## config.mk

```make
export PLATFORM = sky130hd
export DESIGN_NAME = wb_sdram_arbiter
export DESIGN_NICKNAME = d
export VERILOG_FILES = /design/src/rtl/wb_sdram_arb_pkg.sv /design/src/rtl/rr_pick.sv /design/src/rtl/wb_sdram_arbiter.sv
export SDC_FILE = /design/constraint.sdc
export NUM_CORES = 1
export LEC_CHECK = 0
export CORE_AREA = 2 2 117 119
export CTS_CLUSTER_DIAMETER = 40
export DETAILED_ROUTE_END_ITERATION = 7
export DIE_AREA = 0 0 119 121
export GPL_TIMING_DRIVEN = 0
export PLACE_DENSITY = 0.67
export SLEW_MARGIN = 15
export SYNTH_ARGS = -nofsm -noshare
export SYNTH_HDL_FRONTEND = slang
export SYNTH_SLANG_ARGS = --single-unit
```

## constraint.sdc

```tcl
create_clock -name wb_clk -period 2.34 [get_ports wb_clk]
set_clock_uncertainty 0.05 [all_clocks]
set_input_delay 0.351 -clock wb_clk [delete_from_list [all_inputs] [get_ports wb_clk]]
set_output_delay 0.351 -clock wb_clk [all_outputs]
set_load 0.01 [all_outputs]
```

## src/rtl/wb_sdram_arb_pkg.sv

```systemverilog
// wb_sdram_arb_pkg: shared state enum, Wishbone CTI codes and width helper for the SDRAM arbiter.
package wb_sdram_arb_pkg;
  typedef enum logic [1:0] {IDLE, BUSY, ABORT} state_e;
  localparam logic [2:0] CTI_CLASSIC = 3'b000;
  localparam logic [2:0] CTI_INC = 3'b010;
  localparam logic [2:0] CTI_EOB = 3'b111;
  function automatic int width_of(input int n);
    return (n <= 2) ? 1 : $clog2(n);
  endfunction
endpackage

```

## src/rtl/rr_pick.sv

```systemverilog
// rr_pick: combinational round-robin pick, first requester after last (mod N).
module rr_pick #(
  parameter int N = 2,
  parameter int W = 1
) (
  input  logic [N-1:0] req_i,
  input  logic [W-1:0] last_i,
  output logic [W-1:0] idx_o,
  output logic         valid_o
);
  logic [W-1:0] cand;
  always_comb begin
    idx_o = '0;
    cand = '0;
    for (int i = N; i >= 1; i--) begin
      cand = W'((int'(last_i) + i) % N);
      if (req_i[cand]) idx_o = cand;
    end
  end
  assign valid_o = |req_i;
endmodule

```

## src/rtl/wb_sdram_arbiter.sv

```systemverilog
// wb_sdram_arbiter: round-robin Wishbone B3 arbiter with per-CYC grant hold and stall watchdog.
module wb_sdram_arbiter
  import wb_sdram_arb_pkg::*;
#(
  parameter int NUM_MASTERS = 2,
  parameter int AW = 32,
  parameter int DW = 32,
  parameter int TIMEOUT_CYCLES = 1024
) (
  input  logic                        wb_clk,
  input  logic                        wb_rst_n,
  input  logic [NUM_MASTERS-1:0]      m_cyc_i,
  input  logic [NUM_MASTERS-1:0]      m_stb_i,
  input  logic [NUM_MASTERS-1:0]      m_we_i,
  input  logic [NUM_MASTERS*AW-1:0]   m_adr_i,
  input  logic [NUM_MASTERS*DW-1:0]   m_dat_i,
  input  logic [NUM_MASTERS*DW/8-1:0] m_sel_i,
  input  logic [NUM_MASTERS*3-1:0]    m_cti_i,
  input  logic [NUM_MASTERS*2-1:0]    m_bte_i,
  output logic [DW-1:0]               m_dat_o,
  output logic [NUM_MASTERS-1:0]      m_ack_o,
  output logic [NUM_MASTERS-1:0]      m_err_o,
  output logic                        s_cyc_o,
  output logic                        s_stb_o,
  output logic                        s_we_o,
  output logic [AW-1:0]               s_adr_o,
  output logic [DW-1:0]               s_dat_o,
  output logic [DW/8-1:0]             s_sel_o,
  output logic [2:0]                  s_cti_o,
  output logic [1:0]                  s_bte_o,
  input  logic [DW-1:0]               s_dat_i,
  input  logic                        s_ack_i,
  input  logic                        s_err_i,
  output logic [width_of(NUM_MASTERS)-1:0] owner_o,
  output logic                        timeout_o
);
  localparam int OW = width_of(NUM_MASTERS);
  localparam int CW = width_of(TIMEOUT_CYCLES + 1);
  localparam int SW = DW / 8;
  localparam logic [CW-1:0] LIM = CW'(TIMEOUT_CYCLES > 0 ? TIMEOUT_CYCLES - 1 : 0);
  state_e        state_q;
  logic [OW-1:0] owner_q, last_q, pick;
  logic [CW-1:0] cnt_q;
  logic          pick_v, own_cyc, stall, fire;
  rr_pick #(.N(NUM_MASTERS), .W(OW)) u_pick (
    .req_i  (m_cyc_i),
    .last_i (last_q),
    .idx_o  (pick),
    .valid_o(pick_v)
  );
  assign own_cyc = m_cyc_i[owner_q];
  assign s_cyc_o = (state_q == BUSY) && own_cyc;
  assign s_stb_o = s_cyc_o & m_stb_i[owner_q];
  assign s_we_o = s_cyc_o & m_we_i[owner_q];
  assign s_adr_o = s_cyc_o ? m_adr_i[owner_q*AW +: AW] : '0;
  assign s_dat_o = s_cyc_o ? m_dat_i[owner_q*DW +: DW] : '0;
  assign s_sel_o = s_cyc_o ? m_sel_i[owner_q*SW +: SW] : '0;
  assign s_cti_o = s_cyc_o ? m_cti_i[owner_q*3 +: 3] : '0;
  assign s_bte_o = s_cyc_o ? m_bte_i[owner_q*2 +: 2] : '0;
  assign m_dat_o = s_dat_i;
  // a response or owner drop in the limit cycle pre-empts the abort
  assign stall = s_stb_o & ~s_ack_i & ~s_err_i;
  assign fire = (TIMEOUT_CYCLES > 0) && stall && (cnt_q == LIM);
  assign timeout_o = fire;
  assign owner_o = owner_q;
  always_comb begin
    m_ack_o = '0;
    m_err_o = '0;
    m_ack_o[owner_q] = s_cyc_o & s_ack_i;
    m_err_o[owner_q] = s_cyc_o & (s_err_i | fire);
  end
  always_ff @(posedge wb_clk or negedge wb_rst_n)
    if (!wb_rst_n) begin
      state_q <= IDLE;
      owner_q <= '0;
      last_q <= OW'(NUM_MASTERS - 1);
      cnt_q <= '0;
    end else begin
      cnt_q <= stall ? cnt_q + CW'(cnt_q != '1) : '0;
      if (state_q == IDLE && pick_v) begin
        owner_q <= pick;
        state_q <= BUSY;
      end else if (state_q != IDLE && !own_cyc) begin
        last_q <= owner_q;
        state_q <= IDLE;
      end else if (fire) state_q <= ABORT;
    end
endmodule

```

== Yosys cells after proc, flatten, opt, wreduce, memory -nomap -nowiden ==
Index checks and enable logic that the tools add are counted.
W data, S select, Z words.

* Add/subtract/negate cells: 3
* Multiply operators: 1
* $lt $le $gt $ge: 4
* Equal/unequal tests: 3
* Shifts and indexed selects: 5
* Multiplexer cells: 23
* Bitwise operators: 12
* Reduce and logical (&&, ||, !) cells: 11

{| class="wikitable"
|+ Operator list
! cell !! number
|-
| $shiftx A64 B7 Y32 || 2
|-
| $mux W32 || 2
|-
| $mux W1 || 13
|-
| $add A11 B1 Y11 || 1
|-
| $eq A11 B10 Y1 const B || 1
|-
| $mux W11 || 1
|-
| $ne A11 B11 Y1 const B || 1
|-
| $mux W2 || 4
|-
| $shiftx A8 B4 Y4 || 1
|-
| $and A1 B1 Y1 || 6
|-
| $lt A1 B2 Y1 const B || 3
|-
| $shiftx A6 B4 Y3 || 1
|-
| $logic_and A1 B1 Y1 || 5
|-
| $and A2 B2 Y2 || 2
|-
| $mux W4 || 1
|-
| $shiftx A4 B3 Y2 || 1
|-
| $mul A1 B2 Y3 const B || 1
|-
| $mux W3 || 1
|-
| $not A1 Y1 || 3
|-
| $reduce_bool A3 Y1 || 1
|-
| $add A1 B1 Y1 const B || 2
|-
| $eq A2 B1 Y1 const B || 1
|-
| $logic_not A2 Y1 || 1
|-
| $reduce_and A2 Y1 || 1
|-
| other kinds (6) || 6
|}

* Flip-flop bits (word level): 15
* Bits of input ports: 188
* Output and inout bits: 114
* Logic and storage cells: 66

== Longest topological paths before layout ==
* Depth in word-level cells: 10
* Mapped depth: 10
* Depth with buffers taken out: 10

== Modules after synthesis ==
Synthesis repeated with hierarchy kept, for this count alone.

* Cell total of the unflattened synthesis: 277
* Area, all modules: 2148.3 µm²

{| class="wikitable"
|+ Modules (own cells, without submodules)
! module !! instances !! cells each !! area an instance (µm²) !! seq. area each (µm²)
|-
| wb_sdram_arbiter || 1 || 275 || 2134.5 || 376.6
|-
| rr_pick || 1 || 2 || 13.8 || 0.0
|}

== Worst setup path before layout ==
OpenSTA, ideal clock, no wires.

* Path type: reg-to-reg
* Start point: register cnt_q[2]
* End point: register cnt_q[8]
* Library setup time: 0.123 ns
* Data arrival time: 1.776 ns
* Data required time: 2.167 ns
* Slack: 0.391 ns
* Cell stages (with the launch flop): 10
* Path buffers: 0
* Period minus slack after synthesis: 1.949 ns
* Cells stage by stage: dfrtp_1 nand4_1 or2_2 nor2_1 nand2_1 ha_1 ha_1 nand4_1 xor2_1 nor2_1

* Cells in the longest elaborated chain, start to end: 3

{| class="wikitable"
|+ Ends and longest elaborated chain
! item !! line !! text
|-
| from (decl) || wb_sdram_arbiter.sv:43 || <nowiki>logic [CW-1:0] cnt_q;</nowiki>
|-
| from (signal assigned) || wb_sdram_arbiter.sv:79 || <nowiki>cnt_q <= stall ? cnt_q + CW'(cnt_q != '1) : '0;</nowiki>
|-
| $ne A11 B11 Y1 || wb_sdram_arbiter.sv:79 ||
|-
| $add A11 B1 Y11 * || wb_sdram_arbiter.sv:79 ||
|-
| $mux W11 * || wb_sdram_arbiter.sv:79 ||
|}

Every way passes the cells marked *; elsewhere a longest branch is shown, timed or not.
A chain may end at the register's enable or synchronous reset.

== Worst setup path in the final report ==
* Start point: register owner_q (netlist: owner_o)
* End point: output s_dat_o[15]

* Cells in the longest elaborated chain, start to end: 4
* Elaborated cells on any way between the ends: 5
* Those cells by class: shift: 1; mux: 3; reduce/logical: 1

{| class="wikitable"
|+ Ends and longest elaborated chain
! item !! line !! text
|-
| from (decl) || wb_sdram_arbiter.sv:42 || <nowiki>logic [OW-1:0] owner_q, last_q, pick;</nowiki>
|-
| from (signal assigned) || wb_sdram_arbiter.sv:81 || <nowiki>owner_q <= pick;</nowiki>
|-
| parallel branches: the longest is 3 deep, another holds $shiftx A64 B7 Y32 || - ||
|-
| $mux W32 * || wb_sdram_arbiter.sv:56 || <nowiki>assign s_dat_o = s_cyc_o ? m_dat_i[owner_q*DW +: DW] : '0;</nowiki>
|-
| to (decl) || wb_sdram_arbiter.sv:27 || <nowiki>output logic [DW-1:0] s_dat_o,</nowiki>
|}

Every way passes the cells marked *. The select of a mux whose other input is x is not followed.

==> run metrics <==
status complete, no violations; syn avg cell area 7.696 um2; HP Class reg -> reg; Ant. Diodes 0; FP Rows 42; GRT Residual Overflow 0; worst hold path depth 2; initial core utilization 0.1641; hold path endpoint last_q$_DFFE_PN1P_; Clk pin slew, worst setup/hold paths 0.05 ns; Worst Reg-to-Reg Cells 9; vias 2947; Avg WL per Cell 15.61 um; CTS tree yes; vias in the first global route 3111; DR pass1 iterations 6; RR Startpoint cnt_q[2]$_DFF_PN0_; htree depth 1; Pwr Total roughly 3600 uW; P_leak 0.002596 uW; Syn Std Cell Area 2147 um2; Max-slew headroom 0.5567; Max-Cap Viols 0; nets 754; Final WS setup 0.06242 ns; Slew @ Worst Pin 0.6628 ns; fill cell count 1359; hold_buf cts 0; Power Density 678.7 nW/um2; DRC viols 0; Setup WS pre-CTS -0.6108 ns; ANT nets after route 0; deepest clock path buffer count 2; Synth cell types 32; hold path startpoint last_q$_DFFE_PN1P_; type of origin of the critical path flip-flop; net count after synthesis between 400 and 500; crit path DAT 1.88 ns; Die W 119 um; CTS Buf Count 3; Final Cell Area roughly 5300 um2; I/O Buffers between 200 and 300; Cells after Synth roughly 280; worst reg-to-reg setup slack around 0.26 ns; most area-hungry cell type in the Yosys netlist mux2i_1; Tmin final approximately 2.3 ns; #FFs+latches synth 15; fmax 439.1 MHz; Critical Path End Type primary output; Iter 0 DRT Violations 86; Slew Limit Fails 0; die area 14400 um2; Data required, critical path 1.94 ns; HPWL after DPL just under 10 mm; Synth area leaders mux2i_1 (34%), dfrtp_1 (16%), nor2_1 (15%); area grow syn2layout 144.9%; share of the synthesized area in the top cell type 0.3450; Final setup viols 0; global-route wire length before repair roughly 17 mm; CTS root buffer clkbuf_16; Final period util 0.9733; IR Drop Worst-Case VDD between 0.2 and 0.3 mV; RSZ-0062 raised after global routing yes; GRT Total Usage 0.1473; initial antenna violation count 0; Area after DPL 5060 um2; Die Ht 121 um; GPL Wtd Cong 0.7677; DRT Wirelength 11.54 mm; layout cells sized above 1 0.1368; largest net degree at the start of global routing 16; # IOs around 300; Critical Path Fanout Max 10; critical path class reg -> out; worst skew pair latency roughly 0.25 ns; Worst R2R End cnt_q[8]$_DFF_PN0_; final hold vios 0; warnings from Yosys 0; Sink Count 15; Seq/Total Area, Yosys 0.1754; final core occ 0.4018; vias per cell approximately 4.0; area of the core about 13000 um2
==> kinds of logic after synthesis <==
kind of cell             after synthesis  share of synthesized area
buffers and inverters                 50                     0.1509
adder cells (fa/ha/maj)                2                    0.01165
AO/OA/AOI/OAI                         11                    0.03264
flip-flops                            15                     0.1754
XOR/XNOR                               8                    0.03264
AND/OR/NAND/NOR                      117                     0.2413
multiplexers                          76                     0.3555
==> final cells by class <==
cell class	count	area [um2]	share of cell area
repair buffers	280	2694	0.5124
multi-input cells	214	1470	0.2796
flip-flops and latches	15	377.9	0.07187
clock inverters	1	5.005	0.0009519
well taps	176	220.2	0.04188
clock buffers	3	75.07	0.01428
inverters	1	3.754	0.0007139
plain buffers	49	411.6	0.07830
==> critical path, cell delays in order, from the launching register on <==
cell           delay, ns
dfrtp_1             0.39
buf_6               0.14
mux2_4              0.34
nand2_4             0.12
buf_12              0.14
buf_6               0.13
nor2_1              0.06
dlygate4sd2_1       0.29
==> per-stage QoR <==
| stage | setup TNS [ns] | hold WS (ns) | cells |
|---|---|---|---|
| global placement | -37.75 | 0.4281 | 724 |
| finish | 0 | 0.4364 | 739 |
| floorplan | 0 | 0.005409 | 279 |
| CTS | -0.02196 | 0.4293 | 737 |
| detailed placement | -38.37 | 0.4221 | 724 |
| global route | -0.03141 | 0.4500 | 739 |
==> registers in the layout, summed over array words and instances (netlist names) <==
signal,count
state_q,2
owner_o,1
cnt_q,11
last_q,1
==> cell usage in the layout (no fill, tap or decap), types with 2 or more instances in the layout <==
| master | instances |
|---|---|
| clkdlybuf4s50_1 | 187 |
| nor2_1 | 86 |
| mux2i_1 | 74 |
| dlygate4sd2_1 | 74 |
| buf_4 | 42 |
| dfrtp_1 | 13 |
| buf_6 | 10 |
| nand2_1 | 6 |
| nand3_1 | 5 |
| xor2_1 | 5 |
| o21ai_0 | 5 |
| clkdlybuf4s15_1 | 5 |
| and3_1 | 4 |
| clkbuf_2 | 4 |
| nand4_1 | 3 |
| xnor2_1 | 3 |
| clkbuf_16 | 3 |
| nor3_1 | 2 |
| a21oi_1 | 2 |
| buf_8 | 2 |
| clkbuf_4 | 2 |
| ha_1 | 2 |
| clkdlybuf4s15_2 | 2 |
==> worst max path at each step <==
stage | start | endpoint | slack (ns) | depth (start not counted)
2_1_floorplan | cnt_q[2]$_DFF_PN0_ | cnt_q[8]$_DFF_PN0_ | 0.39 | 9
3_3_place_gp | m_cyc_i[1] | s_dat_o[27] | -0.61 | 7
3_5_place_dp | m_cyc_i[1] | s_dat_o[30] | -0.61 | 7
4_1_cts | owner_o$_DFFE_PN0P_ | s_dat_o[16] | -0.01 | 7
5_1_grt | owner_o$_DFFE_PN0P_ | m_err_o[0] | -0.02 | 8
6_report | owner_o$_DFFE_PN0P_ | s_dat_o[15] | 0.06 | 7
==> Yosys cell counts, drive strengths merged <==
master,instances
a21oi,2
a31oi,1
and2,1
and3,4
and4,1
buf,43
clkbuf,6
dfrtp,14
dfstp,1
ha,2
inv,1
mux2,2
mux2i,74
nand2,7
nand2b,1
nand3,5
nand4,4
nand4b,1
nor2,87
nor2b,1
nor3,3
o211a,1
o21a,1
o21ai,5
o221a,1
or2,1
or3,1
xnor2,3
xor2,5
==> power by group <==
part / switching, uW / internal, uW / total [uW] / leakage, uW
Combinational: 1420 / 1500 / 2920 / 0.00236
Sequential: 19.2 / 293 / 312 / 0.000200
Clock: 108 / 228 / 337 / 0.0000409
==> layer usage <==
layer / part of all wire / up-vias / track usage
li1: - / 1478 / -
met1: 0.39 / 1331 / 0.1722
met2: 0.53 / 130 / 0.2777
met3: 0.069 / 8 / 0.03524
met4: 0.010 / 0 / 0.02009
met5: 0 / - / 0
==> timing repair <==
item,CTS,global route
pin swaps,2,2
resized for setup,120,18
setup buffers,8,2
cloned,1,0
setup endpoints to repair,81,60
No activity file was read; power rests on OpenSTA's default activity.
